--- src/rtl/ps2_kbd_fifo.sv ---
// PS/2 keyboard receiver: synchronizes the PS/2 lines, frames and checks bytes,
// tracks prefixes and modifiers, maps make codes to ASCII and queues events in a FWFT FIFO.
module ps2_kbd_fifo #(
    parameter int CLK_HZ     = 25000000,
    parameter int TIMEOUT_MS = 20,
    parameter int FIFO_DEPTH = 8,
    parameter bit PUSH_BREAK = 1'b0,
    parameter bit PUSH_RAW   = 1'b0
) (
    input  logic       clock,
    input  logic       reset_n,
    input  logic       ps_clock,
    input  logic       ps_data,
    input  logic       rd,
    input  logic       clr_ovf,
    output logic       valid,
    output logic [7:0] ascii,
    output logic [7:0] scancode,
    output logic       released,
    output logic       extended,
    output logic [2:0] mods,
    output logic       overflow,
    output logic       parity_err
);
    localparam int          AW     = $clog2(FIFO_DEPTH);
    localparam logic [31:0] TO_CYC = 32'(CLK_HZ / 1000 * TIMEOUT_MS);

    typedef struct packed {
        logic       released;
        logic       extended;
        logic [7:0] scancode;
        logic [7:0] ascii;
    } kev_t;

    typedef enum logic [1:0] {IDLE, RECV, CHECK} state_t;

    function automatic logic [7:0] letter_of(input logic [7:0] code);
        logic [7:0] l;
        case (code)
            8'h1C: l = "a";  8'h32: l = "b";  8'h21: l = "c";  8'h23: l = "d";
            8'h24: l = "e";  8'h2B: l = "f";  8'h34: l = "g";  8'h33: l = "h";
            8'h43: l = "i";  8'h3B: l = "j";  8'h42: l = "k";  8'h4B: l = "l";
            8'h3A: l = "m";  8'h31: l = "n";  8'h44: l = "o";  8'h4D: l = "p";
            8'h15: l = "q";  8'h2D: l = "r";  8'h1B: l = "s";  8'h2C: l = "t";
            8'h3C: l = "u";  8'h2A: l = "v";  8'h1D: l = "w";  8'h22: l = "x";
            8'h35: l = "y";  8'h1A: l = "z";
            default: l = 8'h00;
        endcase
        return l;
    endfunction

    function automatic logic [7:0] key_ascii(input logic [7:0] code, input logic ext,
                                             input logic sh, input logic ct, input logic cp);
        logic [7:0] lc, a;
        lc = letter_of(code);
        a  = 8'h00;
        if (ext) begin
            case (code)
                8'h7D: a = 8'h01;  8'h7A: a = 8'h02;  8'h75: a = 8'h03;  8'h74: a = 8'h04;
                8'h72: a = 8'h05;  8'h6B: a = 8'h06;  8'h71: a = 8'h07;  8'h6C: a = 8'h0B;
                8'h70: a = 8'h0C;  8'h69: a = 8'h0D;
                default: a = 8'h00;
            endcase
        end else if (lc != 8'h00) begin
            if (ct)           a = lc & 8'h1F;
            else if (sh ^ cp) a = lc - 8'h20;
            else              a = lc;
        end else begin
            case (code)
                8'h16: a = sh ? "!" : "1";      8'h1E: a = sh ? "@" : "2";
                8'h26: a = sh ? "#" : "3";      8'h25: a = sh ? "$" : "4";
                8'h2E: a = sh ? "%" : "5";      8'h36: a = sh ? "^" : "6";
                8'h3D: a = sh ? "&" : "7";      8'h3E: a = sh ? "*" : "8";
                8'h46: a = sh ? "(" : "9";      8'h45: a = sh ? ")" : "0";
                8'h0E: a = sh ? "~" : 8'h60;    8'h4E: a = sh ? "_" : "-";
                8'h55: a = sh ? "+" : "=";      8'h54: a = sh ? "{" : "[";
                8'h5B: a = sh ? "}" : "]";      8'h5D: a = sh ? 8'h7C : 8'h5C;
                8'h4C: a = sh ? ":" : ";";      8'h52: a = sh ? 8'h22 : 8'h27;
                8'h41: a = sh ? "<" : ",";      8'h49: a = sh ? ">" : ".";
                8'h4A: a = sh ? "?" : "/";
                8'h66: a = 8'h08;  8'h0D: a = 8'h09;  8'h5A: a = 8'h0A;
                8'h76: a = 8'h1B;  8'h29: a = 8'h20;
                default: a = 8'h00;
            endcase
        end
        return a;
    endfunction

    logic [1:0]  clk_sync, dat_sync;
    logic        clk_prev, fall;
    state_t      state, state_nxt;
    logic [3:0]  bit_cnt;
    logic [10:0] sr;
    logic [31:0] to_cnt;
    logic        timeout;

    always_ff @(posedge clock or negedge reset_n) begin
        if (!reset_n) begin
            clk_sync <= 2'b11;
            dat_sync <= 2'b11;
            clk_prev <= 1'b1;
        end else begin
            clk_sync <= {clk_sync[0], ps_clock};
            dat_sync <= {dat_sync[0], ps_data};
            clk_prev <= clk_sync[1];
        end
    end

    assign fall    = clk_prev & ~clk_sync[1];
    assign timeout = (state == RECV) && clk_sync[1] && (to_cnt >= TO_CYC);

    always_ff @(posedge clock or negedge reset_n) begin
        if (!reset_n) state <= IDLE;
        else          state <= state_nxt;
    end

    // The start bit is captured on the falling edge that leaves IDLE.
    always_comb begin
        state_nxt = state;
        case (state)
            IDLE:    if (fall) state_nxt = RECV;
            RECV:    if (timeout) state_nxt = IDLE;
                     else if (fall && bit_cnt == 4'd9) state_nxt = CHECK;
            CHECK:   state_nxt = IDLE;
            default: state_nxt = IDLE;
        endcase
    end

    always_ff @(posedge clock or negedge reset_n) begin
        if (!reset_n) begin
            sr      <= '0;
            bit_cnt <= '0;
            to_cnt  <= '0;
        end else begin
            if (fall && (state == IDLE || state == RECV)) begin
                sr      <= {dat_sync[1], sr[10:1]};
                bit_cnt <= (state == IDLE) ? 4'd0 : bit_cnt + 4'd1;
            end
            if (state != RECV || !clk_sync[1]) to_cnt <= '0;
            else                               to_cnt <= to_cnt + 32'd1;
        end
    end

    logic       frame_ok, acc, is_key, is_mod, push;
    logic [7:0] code, asc;
    logic       brk_pend, ext_pend, shift, ctrl, caps;

    assign code     = sr[8:1];
    assign frame_ok = ~sr[0] & sr[10] & (^sr[9:1]);
    assign acc      = (state == CHECK) & frame_ok;
    assign is_key   = acc && code != 8'hF0 && code != 8'hE0;
    assign is_mod   = (!ext_pend && (code == 8'h12 || code == 8'h59 || code == 8'h58)) || code == 8'h14;
    assign asc      = brk_pend ? 8'h00 : key_ascii(code, ext_pend, shift, ctrl, caps);
    assign push     = is_key && (!brk_pend || PUSH_BREAK) && (asc != 8'h00 || PUSH_RAW)
                      && (!is_mod || PUSH_RAW);

    kev_t ev;
    logic ev_push;

    always_ff @(posedge clock or negedge reset_n) begin
        if (!reset_n) begin
            brk_pend   <= 1'b0;
            ext_pend   <= 1'b0;
            shift      <= 1'b0;
            ctrl       <= 1'b0;
            caps       <= 1'b0;
            ev_push    <= 1'b0;
            ev         <= '0;
            parity_err <= 1'b0;
        end else begin
            parity_err <= (state == CHECK) & ~frame_ok;
            ev_push    <= push;
            if (push) ev <= kev_t'{brk_pend, ext_pend, code, asc};
            if (acc) begin
                if (code == 8'hF0)      brk_pend <= 1'b1;
                else if (code == 8'hE0) ext_pend <= 1'b1;
                else begin
                    brk_pend <= 1'b0;
                    ext_pend <= 1'b0;
                    if (!ext_pend && (code == 8'h12 || code == 8'h59)) shift <= ~brk_pend;
                    if (code == 8'h14) ctrl <= ~brk_pend;
                    if (!ext_pend && code == 8'h58 && !brk_pend) caps <= ~caps;
                end
            end
        end
    end

    kev_t        mem [FIFO_DEPTH];
    logic [AW:0] wp, rp;
    logic        empty, full, pop, wr, drop;
    kev_t        head;

    assign empty = (wp == rp);
    assign full  = (wp[AW] != rp[AW]) && (wp[AW-1:0] == rp[AW-1:0]);
    assign pop   = rd & ~empty;
    // A pop in the same cycle frees the slot, so a full FIFO still takes the write.
    assign wr    = ev_push & (~full | pop);
    assign drop  = ev_push & full & ~pop;

    always_ff @(posedge clock or negedge reset_n) begin
        if (!reset_n) begin
            wp       <= '0;
            rp       <= '0;
            overflow <= 1'b0;
            for (int i = 0; i < FIFO_DEPTH; i++) mem[i] <= '0;
        end else begin
            if (wr) begin
                mem[wp[AW-1:0]] <= ev;
                wp              <= wp + 1'b1;
            end
            if (pop) rp <= rp + 1'b1;
            if (drop)         overflow <= 1'b1;
            else if (clr_ovf) overflow <= 1'b0;
        end
    end

    assign head     = mem[rp[AW-1:0]];
    assign valid    = ~empty;
    assign ascii    = head.ascii;
    assign scancode = head.scancode;
    assign released = head.released;
    assign extended = head.extended;
    assign mods     = {caps, ctrl, shift};
endmodule

--- config.mk ---
export PLATFORM = sky130hd
export DESIGN_NAME = ps2_kbd_fifo
export DESIGN_NICKNAME = d
export VERILOG_FILES = /design/src/rtl/ps2_kbd_fifo.sv
export SDC_FILE = /design/constraint.sdc
export NUM_CORES = 1
export LEC_CHECK = 0
export CORE_MARGIN = 2
export CORE_UTILIZATION = 50
export CTS_CLUSTER_SIZE = 20
export DETAILED_ROUTE_END_ITERATION = 10
export GPL_ROUTABILITY_DRIVEN = 0
export PLACE_DENSITY = 0.66
export SYNTH_ARGS = -nofsm -noshare
export SYNTH_HDL_FRONTEND = slang
export SYNTH_SLANG_ARGS = --single-unit
--- constraint.sdc ---
create_clock -name clock -period 4.65 [get_ports clock]
set_clock_uncertainty 0.2 [all_clocks]
set_input_delay 1.1625 -clock clock [delete_from_list [all_inputs] [get_ports clock]]
set_output_delay 1.1625 -clock clock [all_outputs]
set_load 0.005 [all_outputs]
; ---- Word-level counts from Yosys, hierarchy flattened
; Memories as Yosys holds them, arrays and structs flattened.
; Cells that the tools add are included.
; Widths: inputs -> output; s select.
[classes]
add_sub_neg = 5
n_lt_le_gt_ge = 4
eq_ne = 54
n_mux = 46
n_bitwise = 23
reduce_logical = 35
[op_table]
columns = cell, count
row1 = $eq 8x7->1 const B, 27
row2 = $pmux 7 s26, 1
row3 = $bwmux 144, 1
row4 = $mux 5, 13
row5 = $eq 8x6->1 const B, 7
row6 = $bmux 18 s3, 1
row7 = $demux 18 s3, 1
row8 = $mux 18, 3
row9 = $mux 8, 6
row10 = $pmux 4 s10, 1
row11 = $add 32x1->32 const B, 1
row12 = $eq 8x5->1 const B, 4
row13 = $ge 32x19->1 const B, 1
row14 = $mux 32, 1
row15 = $mux 7, 3
row16 = $mux 6, 3
row17 = $eq 8x4->1 const B, 2
row18 = $eq 8x8->1 const B, 2
row19 = $ne 8x8->1 const B, 2
row20 = $reduce_bool 8->1, 2
row21 = $logic_and 1x1->1, 15
row22 = $add 4x1->4 const B, 3
row23 = $reduce_and 4->1, 3
row24 = $not 1->1, 10
row25 = 27 further kinds, 54
[totals]
regBits = 232
romBits = 896
output_inout_bits = 24
memories = 1
[memory_table]
columns = name, words, word_bits, rd, rd_clocked_by_memory_dff, write_ports, line_no
row1 = (name not given), 128, 7, 1, 0, 0, 39  ; case (code)

; ---- Longest topological paths before layout
; An unclocked memory read counts as a cell.
[logic_depth]
ltp_word = 11
ltp_mapped = 15
mapped_depth_nobuf = 12

; ---- Worst setup path before layout
; Ideal clock, no wire load.
[synth_timing]
path_type = register -> register
start = register sr[2]
end = register ev[14] (netlist name)
setup_time_ps = 125
t_arrival_ps = 3452
required_time_ps = 4325
path_slack_ps = 873
stages_incl_launch_ff = 14
path_buffers = 3
cell_sequence = dfrtp_1 -> clkbuf_1 -> inv_1 -> ha_1 -> xnor2_1 -> xnor2_1 -> xnor2_1 -> or3_1 -> nand2b_1 -> or4_1 -> buf_1 -> a31oi_4 -> buf_6 -> mux2_4
[synth_between]
elab_chain_cells = 11
elab_cells_between_ends = 67
[synth_lines]
columns = element, line_no
row1 = start: declaration, 93  ; logic [10:0] sr;
row2 = start signal: assignment, 136  ; sr <= {dat_sync[1], sr[10:1]};
row3 = $mem_v2 128x7, -
row4 = $mux 8, 39
row5 = $sub 8x6->8, 66  ; else if (sh ^ cp) a = lc - 8'h20;
row6 = $mux 8, 66
row7 = $mux 8, 65  ; if (ct) a = lc & 8'h1F;
row8 = $mux 8, 64  ; end else if (lc != 8'h00) begin
row9 = $mux 8, 57  ; if (ext) begin
row10 = $mux 8, 153  ; assign asc = brk_pend ? 8'h00 : key_ascii(code, ext_pend, shift, ctrl, caps);
row11 = $reduce_bool 8->1, 154  ; assign push = is_key && (!brk_pend || PUSH_BREAK) && (asc != 8'h00 || PUSH_RAW)
row12 = $logic_and 1x1->1, 154
row13 = $logic_and 1x1->1 *, 155  ; && (!is_mod || PUSH_RAW);
row14 = via push, 144  ; logic frame_ok, acc, is_key, is_mod, push;
row15 = end signal: assignment, 173  ; if (push) ev <= kev_t'{brk_pend, ext_pend, code, asc};
row16 = end: declaration, 157  ; kev_t ev;
; The timed path passes the listed nets; every way through them passes the cells marked *.
; A chain may end at the register's enable or synchronous reset.

; ---- Final worst setup path
[layout_timing]
start = register sr[2]
end = register ev[10] (netlist name)
[layout_between]
elab_chain_cells = 11
elab_cells_between_ends = 67
[layout_lines]
columns = element, line_no
row1 = $mem_v2 128x7, -
row2 = $mux 8, 39
row3 = $sub 8x6->8, 66
row4 = $mux 8, 66
row5 = $mux 8, 65
row6 = $mux 8, 64
row7 = $mux 8, 57
row8 = $mux 8, 153
row9 = $reduce_bool 8->1, 154
row10 = $logic_and 1x1->1, 154
row11 = $logic_and 1x1->1 *, 155
; Mark *: on every way between the ends. The rest lies on a longest branch, timed or not.

==> results by group <==
Power and ir drop
  • Leakage: 0.006080 µW
  • Power after layout: 5468 µW
  • Power Density: 400.9 mW/mm²
  • Worst vdd rail ir drop: 0.0003427 V

STA
  • Shortest clock period the worst path allows after layout: 4.370 ns
  • Worst slew margin relative to its limit: 0.3027
  • Fin. max-slew vios: 0
  • Number of hold-slack violations in the final timing report: 0
  • Setup repair after global routing missed its margin: no
  • Final period utilization: 0.9398
  • Minimum hold slack: 0.1547 ns
  • Achievable frequency: 0.2288 GHz
  • Final-layout setup total negative slack: 0 ns
  • Setup violators final: 0
  • Worst-margin pin slew: 1.042 ns

Critical path
  • Class of the most critical setup path: reg -> reg
  • Required time at the endpoint of the critical path: 4.85 ns
  • Maximum fanout along the worst path: 17
  • Cell type of the slowest stage on the worst timing path: sky130_fd_sc_hd__ha_1
  • Worst Setup End Kind: flop
  • Slowest stage delay, CP: 0.61 ns
  • Worst setup path startpoint: sr[2]
  • List of cells traversed by the critical path: inv_1, ha_1, mux2i_1, o32a_1, nor2b_1, o32ai_2, nor4_4, nor4b_2, nor4b_4, a31oi_4, mux2_1
  • Data arrival time at the worst-slack endpoint: 4.57 ns
  • Reg2Reg Launch Point: sr[2]
  • CP Launch Type: flop

GRT
  • Wire length of the first global-routing pass: 44,160 µm
  • Number of antenna violations at the first check in global routing: 0
  • Global-route usage over all layers: 0.2103
  • Maximum number of pins on one net before global-route repair: 130
  • Number of global-route vias before repair: 8,205
  • Gr ovfl total: 0

Die
  • Vertical extent of the die: 159.7 µm
  • Placeable core area: 0.02361 mm²
  • Floorplan die width: 159.7 µm
  • Effective utilization at floorplan: 0.5135
  • Top Ports: 30
  • Overall die area: 0.02551 mm²
  • Standard-cell rows: 56

CTS
  • Total clock sinks: 232
  • Maximum root-to-sink buffer count: 3
  • Clock edge transition at the registers on the reported setup and hold paths: 0.06 ns
  • Insertion delay to the later sink of the worst-skew pair: 0.53 ns
  • Setup fix buffers added after clock tree synthesis: 0
  • Clock buffers created by TritonCTS: 26
  • Hold buffer count at cts: 0
  • TritonCTS clock tree: done
  • Number of cells upsized or downsized after cts: 0
  • Clk Tree Root Cell: sky130_fd_sc_hd__clkbuf_16
  • H-tree depth: 1

Finish
  • Filler Cell Count: 2,012
  • Inserted Diodes: 0
  • Total number of nets in the final design: 1,095
  • Syn-to-layout area delta: 12.50%
  • Share of final-layout standard cells stronger than drive strength 1: 0.2588
  • Post-Route Utilization: 0.5776

Yosys
  • Area fraction in compound gates after synthesis: 0.08225
  • Number of instances in the synthesized netlist: 1,053
  • Post-synth cell types: 76
  • Post-synth EDFFs: 0
  • Post-synthesis sequential area ratio: 0.4794
  • Share of synthesized cell area in full adder, half adder and majority cells: 0.02683
  • Xor and xnor fraction of the mapped netlist area: 0.03034
  • Mapped cell area: 0.01212 mm²
  • Primary FF master, synth: sky130_fd_sc_hd__dfrtp_1
  • Net count of the mapped netlist: 1,085
  • Area share of and/or/nand/nor cells after synthesis: 0.1249
  • Post-synthesis mux area share: 0.2222
  • Dominant combinational cell family by area after synthesis: multiplexers
  • Fraction of synthesis flops using an asynchronous set or reset pin: 1.000
  • Synth Register Bits: 232
  • Number of synthesis warnings: 0
  • Mean instance size in the synthesized netlist: 11.51 µm²

Status
  • Run status: complete, no violations

Route
  • Via-to-Cell Ratio: 5.860
  • Detailed-router iteration count before antenna repair: 5
  • Post-detailed-route count of antenna-violating nets: 0
  • Routed WL per cell: 18.76 µm
  • Number of DRC markers after the initial detailed-route iteration: 667
  • Via count: 8,210
  • Number of DRC violations after detailed routing: 0
  • WL final: 26,280 µm

Hold path
  • Worst Hold Class: reg -> reg
  • Start point of the worst hold path: dat_sync[0]

Placed design
  • Port buffer count: 29
  • HPWL reported at the end of detailed placement: 16,740 µm

Job
  • Max-capacitance violation count: 0
## Yosys cell counts (3+ instances only)
cell	count	share of area
sky130_fd_sc_hd__nand2_1	93	0.029
sky130_fd_sc_hd__buf_4	3	0.0019
sky130_fd_sc_hd__and3_1	7	0.0036
sky130_fd_sc_hd__nand2b_1	11	0.0057
sky130_fd_sc_hd__and4_1	5	0.0036
sky130_fd_sc_hd__mux2i_1	10	0.0083
sky130_fd_sc_hd__o31ai_1	3	0.0019
sky130_fd_sc_hd__ha_1	26	0.027
sky130_fd_sc_hd__inv_1	23	0.0071
sky130_fd_sc_hd__nor3_1	15	0.0062
sky130_fd_sc_hd__nor2b_1	9	0.0046
sky130_fd_sc_hd__nand3_1	29	0.012
sky130_fd_sc_hd__nand4_1	21	0.011
sky130_fd_sc_hd__mux2_2	146	0.14
sky130_fd_sc_hd__nor4_1	9	0.0046
sky130_fd_sc_hd__xor2_1	22	0.016
sky130_fd_sc_hd__o21ai_0	54	0.022
sky130_fd_sc_hd__a21oi_1	25	0.010
sky130_fd_sc_hd__a22oi_1	4	0.0025
sky130_fd_sc_hd__xnor2_1	20	0.014
sky130_fd_sc_hd__a31oi_1	11	0.0057
sky130_fd_sc_hd__nor2_1	59	0.018
sky130_fd_sc_hd__or3_1	12	0.0062
sky130_fd_sc_hd__nor3b_1	4	0.0025
sky130_fd_sc_hd__or3b_1	3	0.0022
sky130_fd_sc_hd__clkbuf_1	54	0.017
sky130_fd_sc_hd__o21ai_1	3	0.0012
sky130_fd_sc_hd__mux2_1	7	0.0065
sky130_fd_sc_hd__nand3b_1	8	0.0050
sky130_fd_sc_hd__a22o_1	6	0.0043
sky130_fd_sc_hd__buf_1	9	0.0028
sky130_fd_sc_hd__mux2_4	4	0.0050
sky130_fd_sc_hd__mux4_2	36	0.067
sky130_fd_sc_hd__buf_2	7	0.0029
sky130_fd_sc_hd__inv_2	3	0.00093
sky130_fd_sc_hd__o211ai_1	3	0.0019
sky130_fd_sc_hd__dfstp_2	5	0.011
sky130_fd_sc_hd__or2_2	3	0.0015
sky130_fd_sc_hd__o22ai_1	7	0.0036
sky130_fd_sc_hd__dfrtp_1	227	0.47
## placed cells by master (no fill, tap or decap), types with 9 or more instances in the layout
| cell | synthesis | routed |
|---|---|---|
| sky130_fd_sc_hd__nand4_1 | 21 | 21 |
| sky130_fd_sc_hd__mux4_2 | 36 | 36 |
| sky130_fd_sc_hd__ha_1 | 26 | 26 |
| sky130_fd_sc_hd__nor4_1 | 9 | 9 |
| sky130_fd_sc_hd__a31oi_1 | 11 | 11 |
| sky130_fd_sc_hd__mux2i_1 | 10 | 10 |
| sky130_fd_sc_hd__dfrtp_1 | 227 | 225 |
| sky130_fd_sc_hd__a21oi_1 | 25 | 25 |
| sky130_fd_sc_hd__nand2_1 | 93 | 93 |
| sky130_fd_sc_hd__nand2b_1 | 11 | 11 |
| sky130_fd_sc_hd__xnor2_1 | 20 | 20 |
| sky130_fd_sc_hd__nor2_1 | 59 | 58 |
| sky130_fd_sc_hd__clkdlybuf4s50_1 | 0 | 28 |
| sky130_fd_sc_hd__clkbuf_16 | 0 | 26 |
| sky130_fd_sc_hd__o21ai_0 | 54 | 54 |
| sky130_fd_sc_hd__or3_1 | 12 | 12 |
| sky130_fd_sc_hd__nand3_1 | 29 | 29 |
| sky130_fd_sc_hd__xor2_1 | 22 | 22 |
| sky130_fd_sc_hd__nor2b_1 | 9 | 9 |
| sky130_fd_sc_hd__inv_1 | 23 | 23 |
| sky130_fd_sc_hd__buf_4 | 3 | 24 |
| sky130_fd_sc_hd__mux2_2 | 146 | 146 |
| sky130_fd_sc_hd__nor3_1 | 15 | 14 |
## kinds of logic after synthesis
logic type / after synthesis
AOI/OAI and AO/OA: 151
xor gates and xnor gates: 42
adders and majority gates: 26
buffers and inverters: 101
DFF: 232
muxes: 203
and+or+nand+nor: 298
## area by class of cell
class                      instances  area (µm²)  share of cell area
clock buffer                      37       732.0             0.05366
inverter                          26       97.59            0.007155
clock inverter                    10       125.1            0.009173
tap                              319       399.1             0.02926
sequential                       232        5814              0.4263
timing repair buffer              57       555.5             0.04073
multi-input combinational        720        5916              0.4337
## flip-flops by register name (all words and copies together) (netlist names), 2 cells and up
name and cells:
bit_cnt 4, clk_sync 2, dat_sync 2, ev 18
mem 144, rp 4, sr 11, state 2
to_cnt 32, wp 4
## stage by stage
step           area (µm²)  cells  setup slack (ns)
2_1_floorplan       12120   1053            0.8727
3_3_place_gp        12780   1354            0.5298
3_5_place_dp        12780   1354            0.3646
4_1_cts             13640   1401            0.3380
5_1_grt             13640   1401           0.04397
6_report            13640   1401            0.2797
## worst paths after layout
path,endpoint,slack [ns],cells after the start
min in group asynchronous,mem[71],0.50,1
min reg2reg,dat_sync[1],0.15,0
max,ev[10],0.28,11
min,dat_sync[1],0.15,0
max in group asynchronous,to_cnt[15],2.74,2
max reg2reg,ev[10],0.28,11
## worst max-delay path, delay by kind of cell, from the launching register on
family,cells,cell delay [ns]
buf+inv,1,0.20
mux,2,0.63
simple gates,4,0.88
fa+ha+maj,1,0.61
compound gates,3,1.19
flops,1,0.52
## power by group
group          switching [µW]  internal, µW  total (µW)
Sequential                144          2090        2230
Combinational             700           503        1200
Clock                     824          1210        2040
## routing by layer
layer,vias up,track usage,wire length [µm]
li1,3850,-,-
met1,4135,0.3129,12530
met2,189,0.3353,12210
met3,36,0.02208,992
met4,0,0.04752,551
met5,-,0,0
(Power assumes the default switching activity.)
